### src/rtl/acc_dispatcher_queue.sv
// Commit-gated dispatcher queue between the issue stage and one accelerator port.
// Entries are buffered speculatively and marked committed by trans_id. Committed
// entries leave in order from the head. A flush drops every uncommitted entry.
// Load/store counters track dispatched memory ops and can stall dispatch.
//
// Handshakes: each port transfers on a cycle where its valid and ready are both
// high at the rising clock edge. The issue side sees issue_ready_o computed from
// registered state only. The accelerator side sees acc_req_valid_o computed from
// registered state only, so valid never depends on acc_req_ready_i.
module acc_dispatcher_queue #(
  parameter int unsigned DEPTH      = 4,
  parameter int unsigned NR_COMMIT  = 2,
  parameter int unsigned CNT_W      = 3,
  parameter int unsigned XLEN       = 64,
  parameter int unsigned TRANS_ID_W = 3
) (
  input  logic                            clk_i,
  input  logic                            rst_i,
  input  logic                            flush_i,
  input  logic                            issue_valid_i,
  output logic                            issue_ready_o,
  input  logic [31:0]                     issue_insn_i,
  input  logic [XLEN-1:0]                 issue_rs1_i,
  input  logic [XLEN-1:0]                 issue_rs2_i,
  input  logic [TRANS_ID_W-1:0]           issue_trans_id_i,
  input  logic [1:0]                      issue_op_i,
  input  logic [NR_COMMIT-1:0]            commit_valid_i,
  input  logic [NR_COMMIT*TRANS_ID_W-1:0] commit_trans_id_i,
  input  logic                            no_st_pending_i,
  output logic                            acc_req_valid_o,
  input  logic                            acc_req_ready_i,
  output logic [31:0]                     acc_req_insn_o,
  output logic [XLEN-1:0]                 acc_req_rs1_o,
  output logic [XLEN-1:0]                 acc_req_rs2_o,
  output logic [TRANS_ID_W-1:0]           acc_req_trans_id_o,
  output logic                            acc_req_st_pend_o,
  input  logic                            acc_load_done_i,
  input  logic                            acc_store_done_i,
  output logic                            no_ld_pending_o,
  output logic                            no_st_pending_o,
  output logic                            cnt_err_o
);

  localparam int unsigned PTR_W = $clog2(DEPTH);
  localparam logic [CNT_W-1:0] CNT_MAX = '1;
  localparam logic [1:0] OP_LOAD  = 2'b01;
  localparam logic [1:0] OP_STORE = 2'b10;

  // Payload storage, written only on enqueue
  logic [31:0]           insn_q [DEPTH];
  logic [XLEN-1:0]       rs1_q  [DEPTH];
  logic [XLEN-1:0]       rs2_q  [DEPTH];
  logic [TRANS_ID_W-1:0] tid_q  [DEPTH];
  logic [1:0]            op_q   [DEPTH];

  // Control state
  logic [DEPTH-1:0] valid_q, valid_d;
  logic [DEPTH-1:0] cmt_q, cmt_d;
  logic [PTR_W-1:0] head_q, head_d;
  logic [PTR_W-1:0] tail_q, tail_d;
  logic [PTR_W:0]   kept;
  logic [CNT_W-1:0] ld_cnt_q, ld_cnt_d;
  logic [CNT_W-1:0] st_cnt_q, st_cnt_d;
  logic             cnt_err_q, cnt_err_d;

  logic head_is_load, head_is_store;
  logic pop, enq, enq_cmt;
  logic ld_inc, st_inc;
  logic queued_ld, queued_st;

  assign head_is_load  = (op_q[head_q] == OP_LOAD);
  assign head_is_store = (op_q[head_q] == OP_STORE);

  assign issue_ready_o   = ~&valid_q;
  assign acc_req_valid_o = valid_q[head_q] && cmt_q[head_q] &&
                           !(head_is_load  && (ld_cnt_q == CNT_MAX)) &&
                           !(head_is_store && (st_cnt_q == CNT_MAX));
  assign pop    = acc_req_valid_o && acc_req_ready_i;
  assign enq    = issue_valid_i && issue_ready_o && !flush_i;
  assign ld_inc = pop && head_is_load;
  assign st_inc = pop && head_is_store;

  assign acc_req_insn_o     = insn_q[head_q];
  assign acc_req_rs1_o      = rs1_q[head_q];
  assign acc_req_rs2_o      = rs2_q[head_q];
  assign acc_req_trans_id_o = tid_q[head_q];
  assign acc_req_st_pend_o  = !no_st_pending_i;
  assign cnt_err_o          = cnt_err_q;

  // Does any commit port name the id being enqueued this cycle
  always_comb begin
    enq_cmt = 1'b0;
    for (int p = 0; p < NR_COMMIT; p++) begin
      if (commit_valid_i[p] &&
          (commit_trans_id_i[p*TRANS_ID_W +: TRANS_ID_W] == issue_trans_id_i)) begin
        enq_cmt = 1'b1;
      end
    end
  end

  // Scan queued entries for outstanding loads and stores
  always_comb begin
    queued_ld = 1'b0;
    queued_st = 1'b0;
    for (int e = 0; e < DEPTH; e++) begin
      if (valid_q[e] && (op_q[e] == OP_LOAD))  queued_ld = 1'b1;
      if (valid_q[e] && (op_q[e] == OP_STORE)) queued_st = 1'b1;
    end
  end

  assign no_ld_pending_o = !queued_ld && (ld_cnt_q == '0);
  assign no_st_pending_o = !queued_st && (st_cnt_q == '0);

  // Next queue state: commits, then pop, then enqueue, then flush trimming
  always_comb begin
    valid_d = valid_q;
    cmt_d   = cmt_q;
    head_d  = head_q;
    tail_d  = tail_q;
    kept    = '0;
    for (int e = 0; e < DEPTH; e++) begin
      for (int p = 0; p < NR_COMMIT; p++) begin
        if (commit_valid_i[p] && valid_q[e] && !cmt_q[e] &&
            (tid_q[e] == commit_trans_id_i[p*TRANS_ID_W +: TRANS_ID_W])) begin
          cmt_d[e] = 1'b1;
        end
      end
    end
    if (pop) begin
      valid_d[head_q] = 1'b0;
      cmt_d[head_q]   = 1'b0;
      head_d          = head_q + PTR_W'(1);
    end
    if (enq) begin
      valid_d[tail_q] = 1'b1;
      cmt_d[tail_q]   = enq_cmt;
      tail_d          = tail_q + PTR_W'(1);
    end
    if (flush_i) begin
      // Committed entries are a prefix from head, so the new tail sits right after them
      valid_d = valid_d & cmt_d;
      cmt_d   = cmt_d & valid_d;
      for (int e = 0; e < DEPTH; e++) begin
        kept = kept + {{PTR_W{1'b0}}, valid_d[e]};
      end
      tail_d = head_d + kept[PTR_W-1:0];
    end
  end

  // Next counter state: dispatch increments, done decrements, done at zero is an error
  always_comb begin
    ld_cnt_d  = ld_cnt_q;
    st_cnt_d  = st_cnt_q;
    cnt_err_d = cnt_err_q;
    if (ld_inc && !acc_load_done_i) begin
      ld_cnt_d = ld_cnt_q + CNT_W'(1);
    end else if (!ld_inc && acc_load_done_i) begin
      if (ld_cnt_q == '0) cnt_err_d = 1'b1;
      else                ld_cnt_d  = ld_cnt_q - CNT_W'(1);
    end
    if (st_inc && !acc_store_done_i) begin
      st_cnt_d = st_cnt_q + CNT_W'(1);
    end else if (!st_inc && acc_store_done_i) begin
      if (st_cnt_q == '0) cnt_err_d = 1'b1;
      else                st_cnt_d  = st_cnt_q - CNT_W'(1);
    end
  end

  // Control and counter registers with synchronous reset
  always_ff @(posedge clk_i) begin
    if (rst_i) begin
      valid_q   <= '0;
      cmt_q     <= '0;
      head_q    <= '0;
      tail_q    <= '0;
      ld_cnt_q  <= '0;
      st_cnt_q  <= '0;
      cnt_err_q <= 1'b0;
    end else begin
      valid_q   <= valid_d;
      cmt_q     <= cmt_d;
      head_q    <= head_d;
      tail_q    <= tail_d;
      ld_cnt_q  <= ld_cnt_d;
      st_cnt_q  <= st_cnt_d;
      cnt_err_q <= cnt_err_d;
    end
  end

  // Payload write at tail; contents are qualified by valid_q so no reset is needed
  always_ff @(posedge clk_i) begin
    if (enq && !rst_i) begin
      insn_q[tail_q] <= issue_insn_i;
      rs1_q[tail_q]  <= issue_rs1_i;
      rs2_q[tail_q]  <= issue_rs2_i;
      tid_q[tail_q]  <= issue_trans_id_i;
      op_q[tail_q]   <= issue_op_i;
    end
  end

endmodule

### config.mk
export PLATFORM = sky130hd
export DESIGN_NAME = acc_dispatcher_queue
export DESIGN_NICKNAME = d
export VERILOG_FILES = /design/src/rtl/acc_dispatcher_queue.sv
export SDC_FILE = /design/constraint.sdc
export NUM_CORES = 1
export LEC_CHECK = 0
export CAP_MARGIN = 20
export CORE_MARGIN = 3
export CORE_UTILIZATION = 50
export DETAILED_ROUTE_END_ITERATION = 7
export PLACE_DENSITY = 0.77
export SLEW_MARGIN = 15
export SYNTH_ARGS = -nofsm -noshare
export SYNTH_HDL_FRONTEND = slang
export SYNTH_SLANG_ARGS = --single-unit
export TNS_END_PERCENT = 5
### constraint.sdc
create_clock -name clk_i -period 21 [get_ports clk_i]
set_input_delay 6.3 -clock clk_i [delete_from_list [all_inputs] [get_ports clk_i]]
set_output_delay 6.3 -clock clk_i [all_outputs]
set_load 0.005 [all_outputs]
==> metrics.md <==
| Metric | Value |
|---|---|
| Outcome | finished clean |
| Main synth FF type | edfxtp_1 |
| Distinct cells, synth | 49 |
| Clock root cell | clkbuf_16 |
| Post-synthesis net count | 1,302 |
| Die Area | 53,950 µm² |
| CP bufs+invs | 3 |
| Critical Path AT | 7.25 ns |
| Number of max-cap violations | 0 |
| Reg clk slew, reported paths | 0.06 ns |
| Initial antenna violation count | 9 |
| Chip Width | 232.3 µm |
| Worst min path class | reg -> reg |
| Multi-input gate area | 5144 µm² |
| Worst min-delay path startpoint | cnt_err_o |
| Final estimated routing congestion in global placement | 0.7955 |
| Crit path launch type | input pin |
| Port buffer count | 349 |
| Worst Path Class, Setup | in -> out |
| Syn avg cell area | 23.17 µm² |
| Largest net degree at the start of global routing | 68 |
| Clock Skews | 0.02395 ns |
| EDFF count, synth | 660 |
| Reg2Reg Depth | 12 |
| Dominant cells by area after synthesis | edfxtp_1, mux4_2, dfxtp_1 |
| Crit path capture type | output pin |
| Cell mode on critical path | clkdlybuf4s50_1 |
| HPWL after detailed placement | 32.23 mm |
| Routed WL | 52.70 mm |
| Crit Path Max Fanout | 1 |
| Worst EP required | 14.70 ns |
| Number of fillers in the final layout | 3,355 |
| Register area share after synthesis | 78.91% |
| Reg-to-reg endpoint | tail_q[1] |
| Max Clk Rate | 0.07380 GHz |
| Most frequent cells in the layout | edfxtp_1, clkdlybuf4s50_1, mux4_2 |
| Layout cells sized above 1 | 19.16% |
| Hold WS | 0.5020 ns |
| WL/cell | 23.70 µm |
| Period utilisation layout | 64.52% |
| Commonest non-fill, non-tap cell in the layout | edfxtp_1 |
| Mapped cell area | 25,600 µm² |
| Top Family by Delay on Critical Path | buffers and inverters |
| Area leader, netlist | edfxtp_1 |
| Drt pass-1 iters | 5 |
| Static leakage | 0.01003 µW |
| Die Ht | 232.3 µm |
| Post_cts resized | 0 |
| Cell count along the critical path | 3 |
| Vias | 12,330 |
| CTS tree | built |
| Hold Path Depth | 2 |
| Final net count | 1,693 |
| Hold Path End | cnt_err_o |
| Post-synth top area share | 77.42% |
| Slowest-stage cell, CP | clkdlybuf4s50_1 |
| Drt drc | 0 |
| Ys Warns | 0 |
| Clock sinks | 679 |
| Final setup TNS | 0 ns |
| Antenna viol nets, final | 0 |
| Vias in the first global route | 13,360 |
| First-pass GRT wire length | 81.10 mm |
| Ys async rst share | 0% |
| Max stage delay on crit path | 0.48 ns |
| Slew headroom | 30.40% |
| Fin. max-slew vios | 0 |
| Via density | 5.544 |
| Overflow after GRT | 0 |
| Power Density | 88.20 nW/µm² |
| Ports | 350 |
| Setup repair bufs after CTS | 0 |
| Worst slew pin tran | 1.044 ns |
| Clock buffer count from CTS | 70 |
| R2R Path Start | head_q[0] |
| Crit path cell chain | clkdlybuf4s50_1 > inv_1 > clkdlybuf4s50_1 |
| Cells after synthesis | 1,105 |
| R2R setup slack | 16.57 ns |
| Initial drt markers | 839 |
| Cts hold-fix bufs | 0 |
| Initial Utilization | 50.81% |
| Number of setup violations in the final report | 0 |
| CTS Buffer Depth | 3 |
| Row Count | 82 |
| FF+latch area | 20,210 µm² |
| Yosys reg bits | 679 |
| Area delta synth->final | 25.32% |
| GRT Resource Usage Total | 20.07% |
| Skew-Pair Late Insertion Delay | 0.59 ns |
| CORE AREA | 50,380 µm² |
| Max H-tree Level | 3 |
| Worst VDD drop | 0.00008276 V |
| Final Hold Fails | 0 |
| Minimum clock period | 13.55 ns |
| RSZ-0062 raised after global routing | no |
[power breakdown]
part / switching, µW / internal, µW / leakage (µW)
Sequential: 10.9 / 1510 / 0.00612
Combinational: 63.1 / 79.0 / 0.00285
Clock: 488 / 679 / 0.00106
[worst min-delay path: stages, from the launching register on]
cell      delay (ns)
dfxtp_1         0.34
a221oi_1        0.05
nor2_1          0.07
[metrics by stage]
step / setup slack [ns] / total power, µW / instances / utilization [%] / area [µm²]
floorplan: 6.782 / 1603 / 1105 / - / 25600
global placement: 7.417 / 1683 / 2096 / 59.34 / 29890
detailed placement: 7.427 / 1690 / 2096 / 59.34 / 29890
CTS: 7.428 / 2861 / 2217 / 63.65 / 32060
global route: 7.392 / 2932 / 2221 / 63.67 / 32070
finish: 7.450 / 2830 / 2224 / 63.68 / 32080
[Yosys cell counts, types with 2 or more instances]
library cell / n
inv_1: 19
a22oi_1: 2
fa_1: 4
a21oi_1: 15
a31oi_1: 6
nor4_1: 2
edfxtp_1: 660
nand3_1: 5
clkbuf_1: 26
nor4bb_1: 3
xor2_1: 2
nor3_1: 5
nand4_1: 12
a22o_1: 2
mux4_2: 163
ha_1: 12
buf_2: 18
buf_1: 2
and3b_1: 3
o21ai_0: 2
nand2_1: 16
nand3b_1: 7
xnor2_1: 35
mux2i_1: 2
o21a_1: 8
a211oi_1: 4
dfxtp_1: 19
a21boi_1: 2
nor2_1: 27
nor4b_2: 2
or3_1: 2
[per-layer routing]
metal  track usage (%)  routed length [µm]
met1             26.22               20580
met2             32.06               26430
met3             6.183                4228
met4             7.514                1450
met5                 0                   9
[worst max path at each step]
stage / start / to / slack [ns]
CTS: no_st_pending_i / acc_req_st_pend_o / 7.43
floorplan: flush_i / insn_q[0][0] / 6.78
global route: no_st_pending_i / acc_req_st_pend_o / 7.39
detailed placement: no_st_pending_i / acc_req_st_pend_o / 7.43
global placement: no_st_pending_i / acc_req_st_pend_o / 7.42
finish: no_st_pending_i / acc_req_st_pend_o / 7.45
[final cells by class]
cell class / instances / area share (%)
Multi-Input combinational cell: 359 / 16.03
Tap cell: 672 / 2.621
Clock inverter: 37 / 1.014
Clock buffer: 84 / 5.757
Sequential cell: 679 / 62.99
Antenna cell: 7 / 0.05460
Inverter: 19 / 0.2223
Timing Repair Buffer: 367 / 11.31
[cells by family (layout without fill, tap and decap cells)]
family / after synthesis / in the layout / share of synthesized area (%)
adders and majority gates: 16 / 16 / 0.8994
DFF: 679 / 679 / 78.91
muxes: 165 / 165 / 14.42
buffers and inverters: 67 / 507 / 1.114
AOI/OAI and AO/OA: 49 / 49 / 1.315
other: 0 / 7 / 0
and+or+nand+nor: 92 / 92 / 2.077
xor gates and xnor gates: 37 / 37 / 1.266
[flip-flops by register name (all words and copies together) (netlist names)]
| register | cells |
|---|---|
| cmt_q | 4 |
| cnt_err_o | 1 |
| st_cnt_q | 3 |
| head_q | 2 |
| valid_q | 4 |
| ld_cnt_q | 3 |
| insn_q | 128 |
| tail_q | 2 |
| rs1_q | 256 |
| rs2_q | 256 |
| tid_q | 12 |
| op_q | 8 |
No activity file was read; power rests on OpenSTA's default activity.
